[config.mk]
export PLATFORM = sky130hd
export DESIGN_NAME = poci_arbiter
export DESIGN_NICKNAME = d
export VERILOG_FILES = /design/src/rtl/poci_arb_pkg.sv /design/src/rtl/poci_arbiter_rr_arbiter.sv /design/src/rtl/poci_arbiter.sv
export SDC_FILE = /design/constraint.sdc
export NUM_CORES = 1
export LEC_CHECK = 0
export ABC_CLOCK_PERIOD_IN_PS = 1800
export CAP_MARGIN = 20
export CORE_AREA = 2 2 108 110
export CTS_BUF_LIST = sky130_fd_sc_hd__clkbuf_8 sky130_fd_sc_hd__clkbuf_16
export CTS_CLUSTER_SIZE = 24
export DETAILED_ROUTE_END_ITERATION = 6
export DIE_AREA = 0 0 110 112
export GPL_TIMING_DRIVEN = 0
export HOLD_SLACK_MARGIN = 0.12
export SETUP_SLACK_MARGIN = 0.3
export SYNTH_ARGS = -nofsm -noshare
export SYNTH_HDL_FRONTEND = slang
export SYNTH_SLANG_ARGS = --single-unit
[constraint.sdc]
create_clock -name pclk -period 1.8 [get_ports pclk]
set_input_delay 0.18 -clock pclk [delete_from_list [all_inputs] [get_ports pclk]]
set_output_delay 0.18 -clock pclk [all_outputs]
set_load 0.01 [all_outputs]
[src/rtl/poci_arb_pkg.sv]
// Shared types and the round-robin pick function for the POCI arbiter.
package poci_arb_pkg;

  typedef enum logic [1:0] {
    IDLE   = 2'd0,
    SETUP  = 2'd1,
    ACCESS = 2'd2
  } arb_state_e;

  localparam int MAX_NM = 8;

  // Returns {valid, index}: the first set bit of req strictly after 'last', wrapping modulo nm.
  function automatic logic [3:0] rr_pick(input logic [MAX_NM-1:0] req,
                                         input logic [2:0]        last,
                                         input int                nm);
    logic [3:0] pick;
    int         idx;
    pick = '0;
    // Scan from farthest to nearest so the nearest requester overwrites earlier hits.
    for (int k = MAX_NM; k >= 1; k--) begin
      if (k <= nm) begin
        idx = (int'(last) + k) % nm;
        if (req[idx]) pick = {1'b1, 3'(idx)};
      end
    end
    return pick;
  endfunction

endpackage

[src/rtl/poci_arbiter_rr_arbiter.sv]
// Combinational round-robin arbiter: picks the first requester after 'last'.
module rr_arbiter
  import poci_arb_pkg::*;
#(
  parameter int NM = 2,
  localparam int IW = $clog2(NM)
) (
  input  logic [NM-1:0] req,
  input  logic [IW-1:0] last,
  output logic [NM-1:0] onehot,
  output logic [IW-1:0] index,
  output logic          valid
);

  logic [MAX_NM-1:0] req_ext;
  logic [3:0]        pick;

  always_comb begin
    req_ext          = '0;
    req_ext[NM-1:0]  = req;
    pick             = rr_pick(req_ext, 3'(last), NM);
    valid            = pick[3];
    index            = pick[IW-1:0];
    onehot           = '0;
    if (pick[3]) onehot = NM'(1) << index;
  end

endmodule

[src/rtl/poci_arbiter.sv]
// Shares one POCI slave between NM masters with per-transfer round-robin grant,
// regenerated setup/access phases and an optional watchdog on hung slave accesses.
module poci_arbiter
  import poci_arb_pkg::*;
#(
  parameter int NM      = 2,
  parameter int AW      = 32,
  parameter int DW      = 32,
  parameter int TIMEOUT = 16,
  localparam int IW     = $clog2(NM)
) (
  input  logic             pclk,
  input  logic             preset,
  input  logic [NM-1:0]    m_psel,
  input  logic [NM-1:0]    m_penable,
  input  logic [NM-1:0]    m_pwrite,
  input  logic [NM*AW-1:0] m_paddr,
  input  logic [NM*DW-1:0] m_pwdata,
  output logic [DW-1:0]    m_prdata,
  output logic [NM-1:0]    m_pready,
  output logic [NM-1:0]    m_pslverr,
  output logic             s_psel,
  output logic             s_penable,
  output logic             s_pwrite,
  output logic [AW-1:0]    s_paddr,
  output logic [DW-1:0]    s_pwdata,
  input  logic [DW-1:0]    s_prdata,
  input  logic             s_pready,
  input  logic             s_pslverr,
  output arb_state_e       dbg_state,
  output logic [IW-1:0]    dbg_last
);

  localparam int WW = (TIMEOUT > 0) ? $clog2(TIMEOUT + 1) : 1;
  localparam logic [WW-1:0] WD_LAST = (TIMEOUT > 0) ? WW'(TIMEOUT - 1) : '0;

  // Handshake: a master's request (m_psel) stays asserted with stable attributes until
  // the single cycle in which its m_pready is high; that cycle is the completion.

  arb_state_e     state;
  logic [IW-1:0]  grant;
  logic [IW-1:0]  last;
  logic [WW-1:0]  wdog;

  logic [NM-1:0]  grant_oh;
  logic [NM-1:0]  idle_oh;
  logic [IW-1:0]  idle_index;
  logic           idle_valid;
  logic [NM-1:0]  next_oh;
  logic [IW-1:0]  next_index;
  logic           next_valid;
  logic           timeout_hit;
  logic           done;
  logic           unused_penable;

  // The masters' own enable is irrelevant: the slave phase is rebuilt here.
  assign unused_penable = ^m_penable;

  assign grant_oh = NM'(1) << grant;

  rr_arbiter #(.NM(NM)) u_rr_idle (
    .req    (m_psel),
    .last   (last),
    .onehot (idle_oh),
    .index  (idle_index),
    .valid  (idle_valid)
  );

  // Back-to-back pick excludes the master completing this cycle.
  rr_arbiter #(.NM(NM)) u_rr_next (
    .req    (m_psel & ~grant_oh),
    .last   (grant),
    .onehot (next_oh),
    .index  (next_index),
    .valid  (next_valid)
  );

  assign timeout_hit = (TIMEOUT != 0) && (wdog == WD_LAST) && !s_pready;
  assign done        = (state == ACCESS) && !preset && (s_pready || timeout_hit);

  always_ff @(posedge pclk) begin
    if (preset) begin
      state <= IDLE;
      grant <= '0;
      last  <= IW'(NM - 1);
      wdog  <= '0;
    end else begin
      case (state)
        IDLE: begin
          if (idle_valid) begin
            grant <= idle_index;
            state <= SETUP;
          end
        end
        SETUP: begin
          wdog  <= '0;
          state <= ACCESS;
        end
        ACCESS: begin
          if (done) begin
            last <= grant;
            if (next_valid) begin
              grant <= next_index;
              state <= SETUP;
            end else begin
              state <= IDLE;
            end
          end else if (!s_pready && (wdog != '1)) begin
            wdog <= wdog + 1'b1;
          end
        end
        default: state <= IDLE;
      endcase
    end
  end

  always_comb begin
    s_psel    = (state == SETUP) || (state == ACCESS);
    s_penable = (state == ACCESS);
    s_pwrite  = m_pwrite[grant];
    s_paddr   = m_paddr[int'(grant)*AW +: AW];
    s_pwdata  = m_pwdata[int'(grant)*DW +: DW];
    m_prdata  = s_prdata;
    m_pready  = done ? grant_oh : '0;
    m_pslverr = (done && (!s_pready || s_pslverr)) ? grant_oh : '0;
  end

  assign dbg_state = state;
  assign dbg_last  = last;

endmodule

# ---- After elaboration in Yosys (flattened, before gate mapping)
# Index checks and enable logic that the tools add are counted.
dict set report classes {
  eq_ne 9
  n_mux 31
  n_mul 0
  div_mod_pow 0
  n_lt_le_gt_ge 5
  add_sub_neg 5
  bitwise 6
  reduce_logical 17
  shifts 3
}
# op count
set ops {}
lappend ops {{variable part select 64 x 7 -> 32 bit} 2}
lappend ops {{< comparator 2 x 5 -> 1 bit (second input constant)} 4}
lappend ops {{2-to-1 mux 4 bit} 4}
lappend ops {{2-to-1 mux 1 bit} 14}
lappend ops {{2-to-1 mux 5 bit} 2}
lappend ops {{case mux 5 bit (2 select lines)} 1}
lappend ops {{binary-select mux 1 bit (select 2 bit)} 4}
lappend ops {{2-to-1 mux 2 bit} 4}
lappend ops {{!= test 2 x 1 -> 1 bit (second input constant)} 4}
lappend ops {{case mux 2 bit (3 select lines)} 1}
lappend ops {{adder 5 x 1 -> 5 bit (second input constant)} 1}
lappend ops {{== test 5 x 4 -> 1 bit (second input constant)} 1}
lappend ops {{logical AND 1 bit} 5}
lappend ops {{!= test 5 bit (second input constant)} 1}
lappend ops {{adder 1 bit (second input constant)} 4}
lappend ops {{AND 1 bit (first input constant)} 4}
lappend ops {{AND reduction 2 bit} 2}
lappend ops {{AND reduction 4 bit} 1}
lappend ops {{nonzero test 2 bit} 2}
lappend ops {{logical OR 1 bit} 3}
lappend ops {{AND reduction 3 bit} 1}
lappend ops {{AND 2 bit} 1}
lappend ops {{== test 2 x 1 -> 1 bit (second input constant)} 1}
lappend ops {{== test 2 bit (second input constant)} 1}
lappend ops {{7 further kinds} 8}
dict set report totals {
  in_bits 170
  out_inout_bits 106
  mem_bits_rw 0
  register_bits 9
  latch_bits 0
  mem_bits_ro 0
  mem_count 0
  wordCells 80
}

# ---- Depth between registers and ports, before layout
dict set report depth {
  ltp_word 11
  ltp_mapped 7
  depth_no_buf 7
}

# ---- By module
# Synthesis repeated with hierarchy kept, for this count alone.
dict set report unflattened {
  cells_unflattened 190
  hier_area_um2 1681.6
}
# mod area_per_inst_um2 n_inst seq_area_each_um2 cells_per_inst
set by_module_without_submodules {}
lappend by_module_without_submodules {poci_arbiter 1616.6 1 180.2 180}
lappend by_module_without_submodules {rr_arbiter 32.5 2 0.0 5}

# ---- Worst setup path after synthesis
# OpenSTA, ideal clock, no wires.
dict set report synth_path {
  path_type {register to register}
  from {reg wdog[0]}
  to {reg wdog[3]}
  path_slack_ns 0.019
  n_path_buf 0
  t_arrival_ns 1.707
  synth_period_minus_slack_ns 1.781
  setup_ns 0.074
  required_ns 1.726
  path_stages_with_launch 8
  path_cell_list {dfxtp_1 ha_1 and3_1 ha_1 nand2b_4 nand2_4 or4_1 a31oi_1}
}
dict set report synth_between {
  elab_chain_cells 6
  word_cells_on_any_way 13
  classes_between {add/sub: 1; eq/ne: 4; mux: 3; reduce/logical: 5}
}
# element line
set synth_lines {}
lappend synth_lines {{start, declared} poci_arbiter.sv:43} ;# logic [WW-1:0] wdog;
lappend synth_lines {{start signal, assigned} poci_arbiter.sv:109} ;# wdog <= wdog + 1'b1;
lappend synth_lines {{parallel branches: the longest is 6 deep, another holds adder 5 x 1 -> 5 bit} --}
# Several ways; the timed one is not identified. The select of a mux whose other input is x is not followed.
# A chain may end at the register's enable or synchronous reset.

# ---- Final worst setup path
dict set report layout_path {
  from {reg wdog[0]}
  to {reg state[0], in the netlist dbg_state[0]}
}
dict set report layout_between {
  elab_chain_cells 6
}
# element line
set layout_lines {}
lappend layout_lines {{== test 5 x 4 -> 1 bit} poci_arbiter.sv:78} ;# assign timeout_hit = (TIMEOUT != 0) && (wdog == WD_LAST) && !s_pready;
lappend layout_lines {{logical AND 1 bit} poci_arbiter.sv:78}
lappend layout_lines {{logical OR 1 bit} poci_arbiter.sv:79} ;# assign done = (state == ACCESS) && !preset && (s_pready || timeout_hit);
lappend layout_lines {{logical AND 1 bit} poci_arbiter.sv:79}
lappend layout_lines {{!= test 2 x 1 -> 1 bit (no line)} --}
lappend layout_lines {{AND reduction 2 bit (no line)} --}
lappend layout_lines {{end signal, assigned} poci_arbiter.sv:83} ;# state <= IDLE;
lappend layout_lines {{end signal, assigned} poci_arbiter.sv:92} ;# state <= SETUP;
lappend layout_lines {{end signal, assigned} poci_arbiter.sv:97} ;# state <= ACCESS;
lappend layout_lines {{end, declared} poci_arbiter.sv:40} ;# arb_state_e state;
# Every way passes these cells.

==> impl_metrics.json <==
{
  "postRouteAntennaNets": 0,
  "grt_max_degree": 11,
  "antenna_cells": 0,
  "arrival_ns": 1.87,
  "startpoint": "wdog[0]$_SDFFE_PP0P_",
  "rr_startpoint": "wdog[0]$_SDFFE_PP0P_",
  "mostFrequentLayoutCells": "clkdlybuf4s50_1, buf_6, mux2_4",
  "crit_family": "simple AND/OR/NAND/NOR gates",
  "power_frac_seq": 0.086,
  "timing.critical_path.cells": "ha_4 > and3_4 > ha_4 > nor2_4 > a22o_1 > or3_4 > a21oi_2",
  "final_cells": 601,
  "hp-start": "preset",
  "synth_nets": 360,
  "antenna_found_initial": 0,
  "status": "completed",
  "skew_ns": 0.00276,
  "vias_per_cell": 3.97,
  "grt_pass1_wl_microns": 13400,
  "num_rows": 39,
  "cts-root-buf": "clkbuf_16",
  "final_max_slew_viol_count": 0,
  "cap_violations": 0,
  "regArea_sq_um": 186,
  "dp_slack_ns": -0.531,
  "synth_top_area_frac": 0.419,
  "power.internal_mw": 1.93,
  "rsz0062_at_grt": "yes",
  "critical_path_class": "flip-flop to flip-flop",
  "yosysSeqAreaShare": 0.110,
  "switching_share": 0.305,
  "clk_pin_slew_worst_paths_ns": 0.04,
  "wl_met2_microns": 4910,
  "grt_overflow_total": 0,
  "hpwl_microns": 7930,
  "grt_pass1_vias": 2436,
  "synth_area_leaders": "mux2_2, buf_4, dfxtp_1",
  "drt-initial-drc-count": 76,
  "final_common_cell": "clkdlybuf4s50_1",
  "cp_common_cell": "ha_4",
  "place.gp.congestion": 0.747,
  "dr.pass1.iters": 4,
  "slowest_delay_ns": 0.36,
  "worstHoldPathType": "input port to flip-flop",
  "endpoint_kind": "flip-flop",
  "p_per_area_nw_per_um2": 536,
  "cp.required_ns": 1.97,
  "routed_wirelength_microns": 10200,
  "dp_cells": 566,
  "design.core.area_sq_um": 11200,
  "slew_headroom": 0.793,
  "routed-wl-met3_microns": 1390,
  "vias": 2387,
  "layout.nets": 636,
  "ys_seq_elements": 9,
  "p_leak_nw": 2.24,
  "wl_per_cell_microns": 17.0,
  "utilization": 0.463,
  "die-area_sq_um": 12300,
  "io_buffers": 240,
  "synth_cell_types": 27,
  "cp_slowest_cell": "or3_4",
  "syn-instance-count": 183,
  "combPwrFrac": 0.771,
  "start_util": 0.147,
  "grt_usage": 0.142,
  "p_sw_uw": 845,
  "highest_layer": "met4",
  "setup_tns_ns": 0,
  "crit_buf_inv": 0,
  "clkPwrFrac": 0.143,
  "h-tree-depth": 1,
  "final_min_period_over_clock_period": 0.946,
  "worst_pin_slew_ns": 0.308,
  "cts_tree": "built",
  "drc": 0,
  "io_pins": 276,
  "setup_viol": 0,
  "crit_fanout": 4,
  "multi_input_area_sq_um": 1420,
  "fp.dieW_microns": 110,
  "finalPower_mw": 2.77,
  "nFillCells": 1079,
  "synth_top_area_cell": "mux2_2",
  "post-route-min-period_ns": 1.70,
  "syn_area_sq_um": 1640,
  "insertion_delay_ns": 0.24,
  "hold_buffers": 0,
  "max_freq_mhz": 587,
  "cts-buffers-inserted": 3,
  "fin_ws_ns": 0.0977,
  "clkSinkCount": 9,
  "peakVddDrop_mv": 0.282,
  "areaGrowthSynthToFinish_pct": 215,
  "syn_avg_cell_area_sq_um": 8.96,
  "cts.path.max_buffers": 2,
  "die_y_microns": 112,
  "layout-drive-gt1-share": 0.504,
  "yosysWarnings": 0,
  "startpoint_type": "flip-flop",
  "hold_viol": 0,
  "wl_met1_microns": 3850,
  "r2r_slack_ns": 0.1
}
cell families after synthesis:
family,Yosys count,synth area share
buf+inv,51,0.201
fa+ha+maj,7,0.0534
flops,9,0.110
simple gates,28,0.0954
compound gates,20,0.0748
mux,68,0.466
Yosys cell counts:
cell and n:
o211ai_1 4, or3_1 4, or4_1 2, a21oi_1 7
o21ai_0 4, ha_1 7, mux2_2 61, nand2b_4 1
nand2_1 6, mux2i_1 2, inv_1 9, a22o_1 1
mux2_1 5, dfxtp_1 9, buf_2 8, nor2_1 8
nand3_1 3, o32ai_1 1, a31oi_1 2, nor2_4 1
clkbuf_1 1, nand2_4 1, nand2b_1 1, buf_4 32
a21boi_1 1, and3_1 1, buf_6 1
worst reg2reg max path, stage by stage (launching register included):
cell     delay, ns
dfxtp_2       0.34
ha_4          0.14
and3_4        0.22
ha_4          0.19
nor2_4        0.05
a22o_1        0.22
or3_4         0.36
a21oi_2       0.12
final timing paths:
path | endpoint | cells past startpoint
worst max-delay path | dbg_state[0]$_SDFFE_PP0P_ | 7
worst min-delay path | dbg_state[0]$_SDFFE_PP0P_ | 2
worst max register to register | dbg_state[0]$_SDFFE_PP0P_ | 7
worst min register to register | dbg_state[0]$_SDFFE_PP0P_ | 2
stage by stage:
| stage | cell area (sq um) | hold slack, ns |
|---|---|---|
| after CTS | 4750 | 0.138 |
| after global routing | 5170 | 0.147 |
| after global placement | 4270 | 0.381 |
| after floorplan | 1690 | 0.349 |
| after detailed placement | 4270 | 0.387 |
| final | 5170 | 0.129 |
repair_timing:
| action | 4_1_cts | 5_1_grt |
|---|---|---|
| pin swaps | 15 | 7 |
| setup buffers | 13 | 12 |
| cloned | 5 | 1 |
| gates resized for setup | 360 | 101 |
| setup endpoints to repair | 79 | 79 |
power by group through the flow:
stage                     clock, mW  combinational, mW  sequential (mW)
final                         0.395               2.14            0.239
after global routing          0.403               2.25            0.241
after CTS                     0.398               1.84            0.237
after detailed placement          0               1.52            0.237
after global placement            0               1.52            0.237
after floorplan                   0              0.634            0.239
flip-flops by register name (all words and copies together) (netlist names):
name and cells:
wdog 5, dbg_state 2, dbg_last 1, grant 1
layout make-up:
type / count / area share
plain buffers: 42 / 0.0779
clock buffers: 3 / 0.0145
clock inverters: 1 / 0.000726
inverters: 9 / 0.00653
multi-input cells: 123 / 0.274
flip-flops and latches: 9 / 0.0361
well taps: 143 / 0.0346
repair buffers: 271 / 0.556
per-layer routing:
metal	global-route usage	vias to the layer above
met1	0.153	1079
met2	0.252	130
met3	0.0726	7
li1	-	1171
met5	0	-
met4	0.0194	0
No activity file was read; power rests on OpenSTA's default activity.
